### src/rtl/ps2_def.sv
// PS/2 shared definitions: FSM states, command bytes and the device response code.
// Imported by the host transmitter and by the mouse receiver.
package ps2_def;

    typedef enum logic [2:0] {
        IDLE,
        INHIBIT,
        REQ,
        TX,
        ACK,
        RECOVER
    } state_e;

    localparam logic [7:0] PS2_CMD_RESET    = 8'hFF;
    localparam logic [7:0] PS2_CMD_ENABLE   = 8'hF4;
    localparam logic [7:0] PS2_CMD_SET_RATE = 8'hF3;
    localparam logic [7:0] PS2_RSP_ACK      = 8'hFA;

    // Odd parity: the parity bit makes the total count of ones odd.
    function automatic logic odd_par(input logic [7:0] b);
        return ~^b;
    endfunction

endpackage

### src/rtl/ps2_input_sync.sv
// Two-flop synchronizer for the PS/2 pins plus a falling-edge detector on clock.
// The edge pulse lags the pin by 2-3 system clocks.
module ps2_input_sync (
    input  logic clk_i,
    input  logic reset_i,
    input  logic ps2_clk_i,
    input  logic ps2_dat_i,
    output logic clk_s_o,
    output logic dat_s_o,
    output logic fall_o
);

    logic [1:0] s1_q;
    logic [1:0] s2_q;
    logic       prev_q;

    // Resolve metastability and remember the previous synced clock level.
    always_ff @(posedge clk_i or posedge reset_i) begin
        if (reset_i) begin
            s1_q   <= 2'b11;
            s2_q   <= 2'b11;
            prev_q <= 1'b1;
        end else begin
            s1_q   <= {ps2_clk_i, ps2_dat_i};
            s2_q   <= s1_q;
            prev_q <= s2_q[1];
        end
    end

    assign clk_s_o = s2_q[1];
    assign dat_s_o = s2_q[0];
    assign fall_o  = prev_q & ~s2_q[1];

endmodule

### src/rtl/ps2_host_tx.sv
// Host-to-device PS/2 transmitter: inhibit, request-to-send, 11-bit frame, ack.
// Drives the open-drain pins through pull-low enables; all outputs registered.
module ps2_host_tx
    import ps2_def::*;
#(
    parameter int INHIBIT_CYCLES = 5000,
    parameter int REQ_CYCLES     = 50,
    parameter int TIMEOUT_CYCLES = 750000
) (
    input  logic       clk,
    input  logic       reset,
    input  logic       send,
    input  logic [7:0] cmd,
    input  logic       ps2_clk_in,
    input  logic       ps2_dat_in,
    output logic       ps2_clk_oe,
    output logic       ps2_dat_oe,
    output logic       busy,
    output logic       done,
    output logic       error
);

    localparam int DWI = $clog2(INHIBIT_CYCLES);
    localparam int DWR = $clog2(REQ_CYCLES);
    localparam int DW  = (DWI > DWR) ? DWI : DWR;
    localparam int WW  = $clog2(TIMEOUT_CYCLES);

    localparam logic [DW-1:0] INH_LAST = DW'(INHIBIT_CYCLES - 1);
    localparam logic [DW-1:0] REQ_LAST = DW'(REQ_CYCLES - 1);
    localparam logic [WW-1:0] WD_LAST  = WW'(TIMEOUT_CYCLES - 1);

    state_e        state_q, state_d;
    logic [DW-1:0] dly_q, dly_d;
    logic [WW-1:0] wd_q, wd_d;
    logic [3:0]    idx_q, idx_d;
    logic [8:0]    sh_q, sh_d;
    logic          ack_ok_q, ack_ok_d;
    logic          clk_oe_q, clk_oe_d;
    logic          dat_oe_q, dat_oe_d;
    logic          busy_q;
    logic          done_q, done_d;
    logic          error_q, error_d;

    logic clk_s;
    logic dat_s;
    logic fall;
    logic wd_live;
    logic [3:0] idx_inc;

    ps2_input_sync u_sync (
        .clk_i     (clk),
        .reset_i   (reset),
        .ps2_clk_i (ps2_clk_in),
        .ps2_dat_i (ps2_dat_in),
        .clk_s_o   (clk_s),
        .dat_s_o   (dat_s),
        .fall_o    (fall)
    );

    assign wd_live = (state_q == TX) || (state_q == ACK) || (state_q == RECOVER);
    assign idx_inc = (idx_q == 4'd11) ? idx_q : idx_q + 4'd1;

    // Next-state and next-output logic; the watchdog overrides everything else.
    always_comb begin
        state_d  = state_q;
        dly_d    = dly_q;
        wd_d     = wd_q;
        idx_d    = idx_q;
        sh_d     = sh_q;
        ack_ok_d = ack_ok_q;
        clk_oe_d = clk_oe_q;
        dat_oe_d = dat_oe_q;
        done_d   = 1'b0;
        error_d  = 1'b0;
        if (wd_live && (wd_q == WD_LAST)) begin
            state_d  = IDLE;
            clk_oe_d = 1'b0;
            dat_oe_d = 1'b0;
            wd_d     = '0;
            // A NACK already reported its error; do not report a second one.
            error_d  = (state_q != RECOVER) || ack_ok_q;
        end else begin
            if (wd_live) begin
                wd_d = fall ? '0 : wd_q + WW'(1);
            end
            unique case (state_q)
                IDLE: begin
                    if (send) begin
                        state_d  = INHIBIT;
                        sh_d     = {odd_par(cmd), cmd};
                        dly_d    = '0;
                        idx_d    = '0;
                        ack_ok_d = 1'b0;
                        clk_oe_d = 1'b1;
                        dat_oe_d = 1'b0;
                    end
                end
                INHIBIT: begin
                    if (dly_q == INH_LAST) begin
                        state_d  = REQ;
                        dly_d    = '0;
                        dat_oe_d = 1'b1;
                    end else begin
                        dly_d = dly_q + DW'(1);
                    end
                end
                REQ: begin
                    if (dly_q == REQ_LAST) begin
                        state_d  = TX;
                        dly_d    = '0;
                        idx_d    = '0;
                        wd_d     = '0;
                        clk_oe_d = 1'b0;
                    end else begin
                        dly_d = dly_q + DW'(1);
                    end
                end
                TX: begin
                    if (fall) begin
                        idx_d    = idx_inc;
                        dat_oe_d = ~sh_q[0];
                        // Ones shift in, so the tenth bit is the released stop bit.
                        sh_d     = {1'b1, sh_q[8:1]};
                        if (idx_q == 4'd9) begin
                            state_d = ACK;
                        end
                    end
                end
                ACK: begin
                    if (fall) begin
                        idx_d    = idx_inc;
                        state_d  = RECOVER;
                        ack_ok_d = ~dat_s;
                        error_d  = dat_s;
                    end
                end
                RECOVER: begin
                    if (clk_s && dat_s) begin
                        state_d = IDLE;
                        done_d  = ack_ok_q;
                    end
                end
                default: begin
                    state_d  = IDLE;
                    clk_oe_d = 1'b0;
                    dat_oe_d = 1'b0;
                end
            endcase
        end
    end

    // State, counters and registered outputs; reset releases both lines at once.
    always_ff @(posedge clk or posedge reset) begin
        if (reset) begin
            state_q  <= IDLE;
            dly_q    <= '0;
            wd_q     <= '0;
            idx_q    <= '0;
            sh_q     <= '0;
            ack_ok_q <= 1'b0;
            clk_oe_q <= 1'b0;
            dat_oe_q <= 1'b0;
            busy_q   <= 1'b0;
            done_q   <= 1'b0;
            error_q  <= 1'b0;
        end else begin
            state_q  <= state_d;
            dly_q    <= dly_d;
            wd_q     <= wd_d;
            idx_q    <= idx_d;
            sh_q     <= sh_d;
            ack_ok_q <= ack_ok_d;
            clk_oe_q <= clk_oe_d;
            dat_oe_q <= dat_oe_d;
            busy_q   <= (state_d != IDLE);
            done_q   <= done_d;
            error_q  <= error_d;
        end
    end

    assign ps2_clk_oe = clk_oe_q;
    assign ps2_dat_oe = dat_oe_q;
    assign busy       = busy_q;
    assign done       = done_q;
    assign error      = error_q;

endmodule

### config.mk
export PLATFORM = sky130hd
export DESIGN_NAME = ps2_host_tx
export DESIGN_NICKNAME = d
export VERILOG_FILES = /design/src/rtl/ps2_def.sv /design/src/rtl/ps2_input_sync.sv /design/src/rtl/ps2_host_tx.sv
export SDC_FILE = /design/constraint.sdc
export NUM_CORES = 1
export LEC_CHECK = 0
export CORE_ASPECT_RATIO = 1.5
export CORE_MARGIN = 2
export CORE_UTILIZATION = 30
export DETAILED_ROUTE_END_ITERATION = 7
export PLACE_DENSITY_LB_ADDON = 0.12
export SLEW_MARGIN = 20
export SYNTH_ARGS = -nofsm -noshare
export SYNTH_HDL_FRONTEND = slang
export SYNTH_HIERARCHICAL = 1
export SYNTH_SLANG_ARGS = --single-unit
export TNS_END_PERCENT = 50
### constraint.sdc
create_clock -name clk -period 2.8 [get_ports clk]
set_input_delay 0.28 -clock clk [delete_from_list [all_inputs] [get_ports clk]]
set_output_delay 0.28 -clock clk [all_outputs]
set_load 0.02 [all_outputs]
==> impl_metrics.toml <==
[cts]
cts-htree-levels = 3
cts-root-buf = "clkbuf_16"
cts_sinks = 60
cts_resized = 0
path_clk_slew_ps = 60
clk_path_buf_depth = 2
postCtsSetupRepairBufs = 0
cts_tree = "built"
cts_hold_buf = 0
insertion_delay_ps = 330
numCtsBuffers = 9

[synthesis]
yosys.area.top_type_share_pct = 41.71
netlist_area_um2 = 3299
synth_cell_types = 59
ys_async_sr_fraction_pct = 100.0
synth_edf_count = 0
ys_seq_elements = 60
yosysMostFrequentCell = "dfrtp_1"
synthTopCellsByCount = "55 x dfrtp_1, 41 x nor2_1, 26 x nand2_1"
avgSynthCellArea_um2 = 9.791
ys_warn_count = 6
syn_nets = 355
synth_flop_cell = "dfrtp_1"
ys_seq_area_share_pct = 45.70
synthTopCellsByArea = "dfrtp_1 42%, xor2_1 5.0%, nor2_1 4.7%"
syn_inst = 337
yosys.area.top_type = "dfrtp_1"

[route]
drt_iter0_drc = 161
vias = 2495
post_drt_wl_per_cell_um = 14.49
via_per_inst = 4.941
final_antenna_net_count = 0
post-route-drc-count = 0
dr.pass1.iters = 5
finalWirelength_um = 7318

[grt]
antenna_found_initial = 0
grt_max_degree = 25
grt_pass1_wl_um = 12570
grt_pass1_vias = 2550
globalRouteOverflowTotal = 0
grtUsageTotal_pct = 13.71

[finish]
syn_to_final_growth_pct = 18.96
final_nets = 374
fillers = 1084
drive_gt1_share_pct = 11.36
diodes = 0

[floorplanning]
pin_count = 18
initial_core_util_pct = 30.99
fp.dieH_um = 132.4
die_w_um = 89.63
core-area_um2 = 10650
placement_rows = 46
die_area_um2 = 11870

[worst_setup_path]
endpoint_kind = "register"
path_class = "reg -> reg"
crit_family = "compound AO/OA/AOI/OAI gates"
crit_chain = "or4_4, o41a_1, o21bai_4, and3_1, a221o_1"
slowest_delay_ps = 570
cp.arrival_ps = 2640
critPathSlowestCell = "or4_4"
cp_max_fo = 24
worstPathRequired_ps = 3010
crit_path_start_kind = "register"
worst-path-buf-inv = 0

[timing]
period_share_pct = 86.71
slew_viol_final = 0
holdWs_ps = 315.3
final.min_clock_period_ps = 2428
setup_viol = 0
fmax_ghz = 0.4119
rsz0062_at_grt = "false"
worstMarginPinSlew_ps = 650.6
finalHoldViolations = 0
finClkSkew_ps = 10.97
slew_headroom_pct = 56.23
fin_tns_setup_ps = 0

[power]
p_per_area_nw_per_um2 = 551.7
ir_drop_uv = 364.3
power_leakage_uw = 0.001681

[min_path]
hold_class = "in -> async"

[placed_design]
place.gp.congestion = 0.7826
portBuffers = 17
dp_hpwl_um = 5125

[outcome]
status = "finished, final reports clean"

[flow_run]
drv_cap = 0
[cells in the final DEF (no fill, tap or decap), types with 2 or more instances in the layout]
cell | netlist | final
clkdlybuf4s50_1 | 0 | 17
o21a_1 | 2 | 2
dfrtp_1 | 55 | 55
dfstp_2 | 5 | 5
inv_2 | 1 | 2
nand2b_1 | 3 | 3
o21ai_1 | 5 | 5
xor2_1 | 19 | 19
nand3b_1 | 2 | 2
clkbuf_8 | 2 | 2
nor4_1 | 4 | 4
clkbuf_16 | 0 | 9
nor2b_1 | 2 | 2
o31ai_1 | 2 | 2
a221o_1 | 2 | 2
nand4bb_1 | 2 | 2
and3_1 | 6 | 6
inv_1 | 8 | 7
or4b_1 | 2 | 2
nand3_1 | 18 | 18
mux2_1 | 2 | 2
nand4_1 | 5 | 5
o21ai_0 | 5 | 5
a21oi_1 | 25 | 25
a41oi_1 | 3 | 3
ha_1 | 5 | 5
mux2i_1 | 10 | 10
nor3_1 | 8 | 8
nor2_1 | 41 | 41
buf_4 | 1 | 10
bufinv_16 | 0 | 2
nand2_1 | 26 | 26
o2111a_1 | 2 | 2
a32oi_1 | 2 | 2
xnor2_1 | 7 | 7
or3_1 | 3 | 3
a31oi_1 | 14 | 14
[path summary, 6_finish.rpt]
check	start	endpoint	depth (start not counted)	slack [ps]
hold reg to reg	u_sync/s1_q[1]$_DFF_PP1_	u_sync/s2_q[1]$_DFF_PP1_	0	350
max in group asynchronous	reset	idx_q[3]$_DFFE_PP0P_	3	1840
setup / recovery	dly_q[3]$_DFFE_PP0P_	dly_q[4]$_DFFE_PP0P_	5	370
min in group clk	u_sync/s1_q[1]$_DFF_PP1_	u_sync/s2_q[1]$_DFF_PP1_	0	350
hold / removal	reset	state_q[1]$_DFF_PP0_	2	320
setup reg to reg	dly_q[3]$_DFFE_PP0P_	dly_q[4]$_DFFE_PP0P_	5	370
[registers in the layout, indices dropped and copies added (netlist names)]
name,flops
busy,1
idx_q,4
ps2_clk_oe,1
sh_q,9
u_sync/prev_q,1
u_sync/s1_q,2
ack_ok_q,1
u_sync/s2_q,2
done,1
ps2_dat_oe,1
dly_q,13
state_q,3
wd_q,20
error,1
[stage by stage]
step	total power, uW	std cells	util, %	instance area, um^2	worst slack (ps)
finish	2166	505	36.86	3925	372.0
global route	2257	505	36.86	3925	285.4
CTS	2207	505	36.86	3925	377.5
detailed placement	963.7	489	33.77	3596	389.6
global placement	963.4	489	33.77	3596	394.1
floorplan	929.5	337	-	3299	607.8
[routing by layer]
metal,global-route usage [%],vias to the layer above,part of all wire [%],routed length [um]
met4,5.970,0,1.9,138
met1,17.47,1190,46,3357
met3,3.369,9,2.5,184
li1,-,1257,-,-
met5,0,-,0,0
met2,21.61,39,50,3638
[area by class of cell]
type | instances | area [um^2] | share of cell area (%)
Clock buffer | 12 | 256.5 | 6.535
Clock inverter | 4 | 72.57 | 1.849
Inverter | 10 | 37.54 | 0.9563
Multi-Input combinational cell | 248 | 1625 | 41.41
Sequential cell | 60 | 1508 | 38.41
Tap cell | 144 | 180.2 | 4.590
Timing Repair Buffer | 27 | 245.2 | 6.248
[power breakdown]
group / switching, uW / total, uW / internal [uW]
Combinational: 36.6 / 68.5 / 31.9
Sequential: 2.47 / 877 / 875
Clock: 394 / 1220 / 826
[cells by family (layout without fill, tap and decap cells)]
group	count (synthesis)	after routing	share of synthesized area, %
simple gates	132	132	21.12
compound gates	73	73	15.62
flops	60	60	45.70
buf+inv	29	53	5.043
xor+xnor	26	26	6.902
mux	12	12	3.716
fa+ha+maj	5	5	1.896
Power figures use the tool's default switching activity.
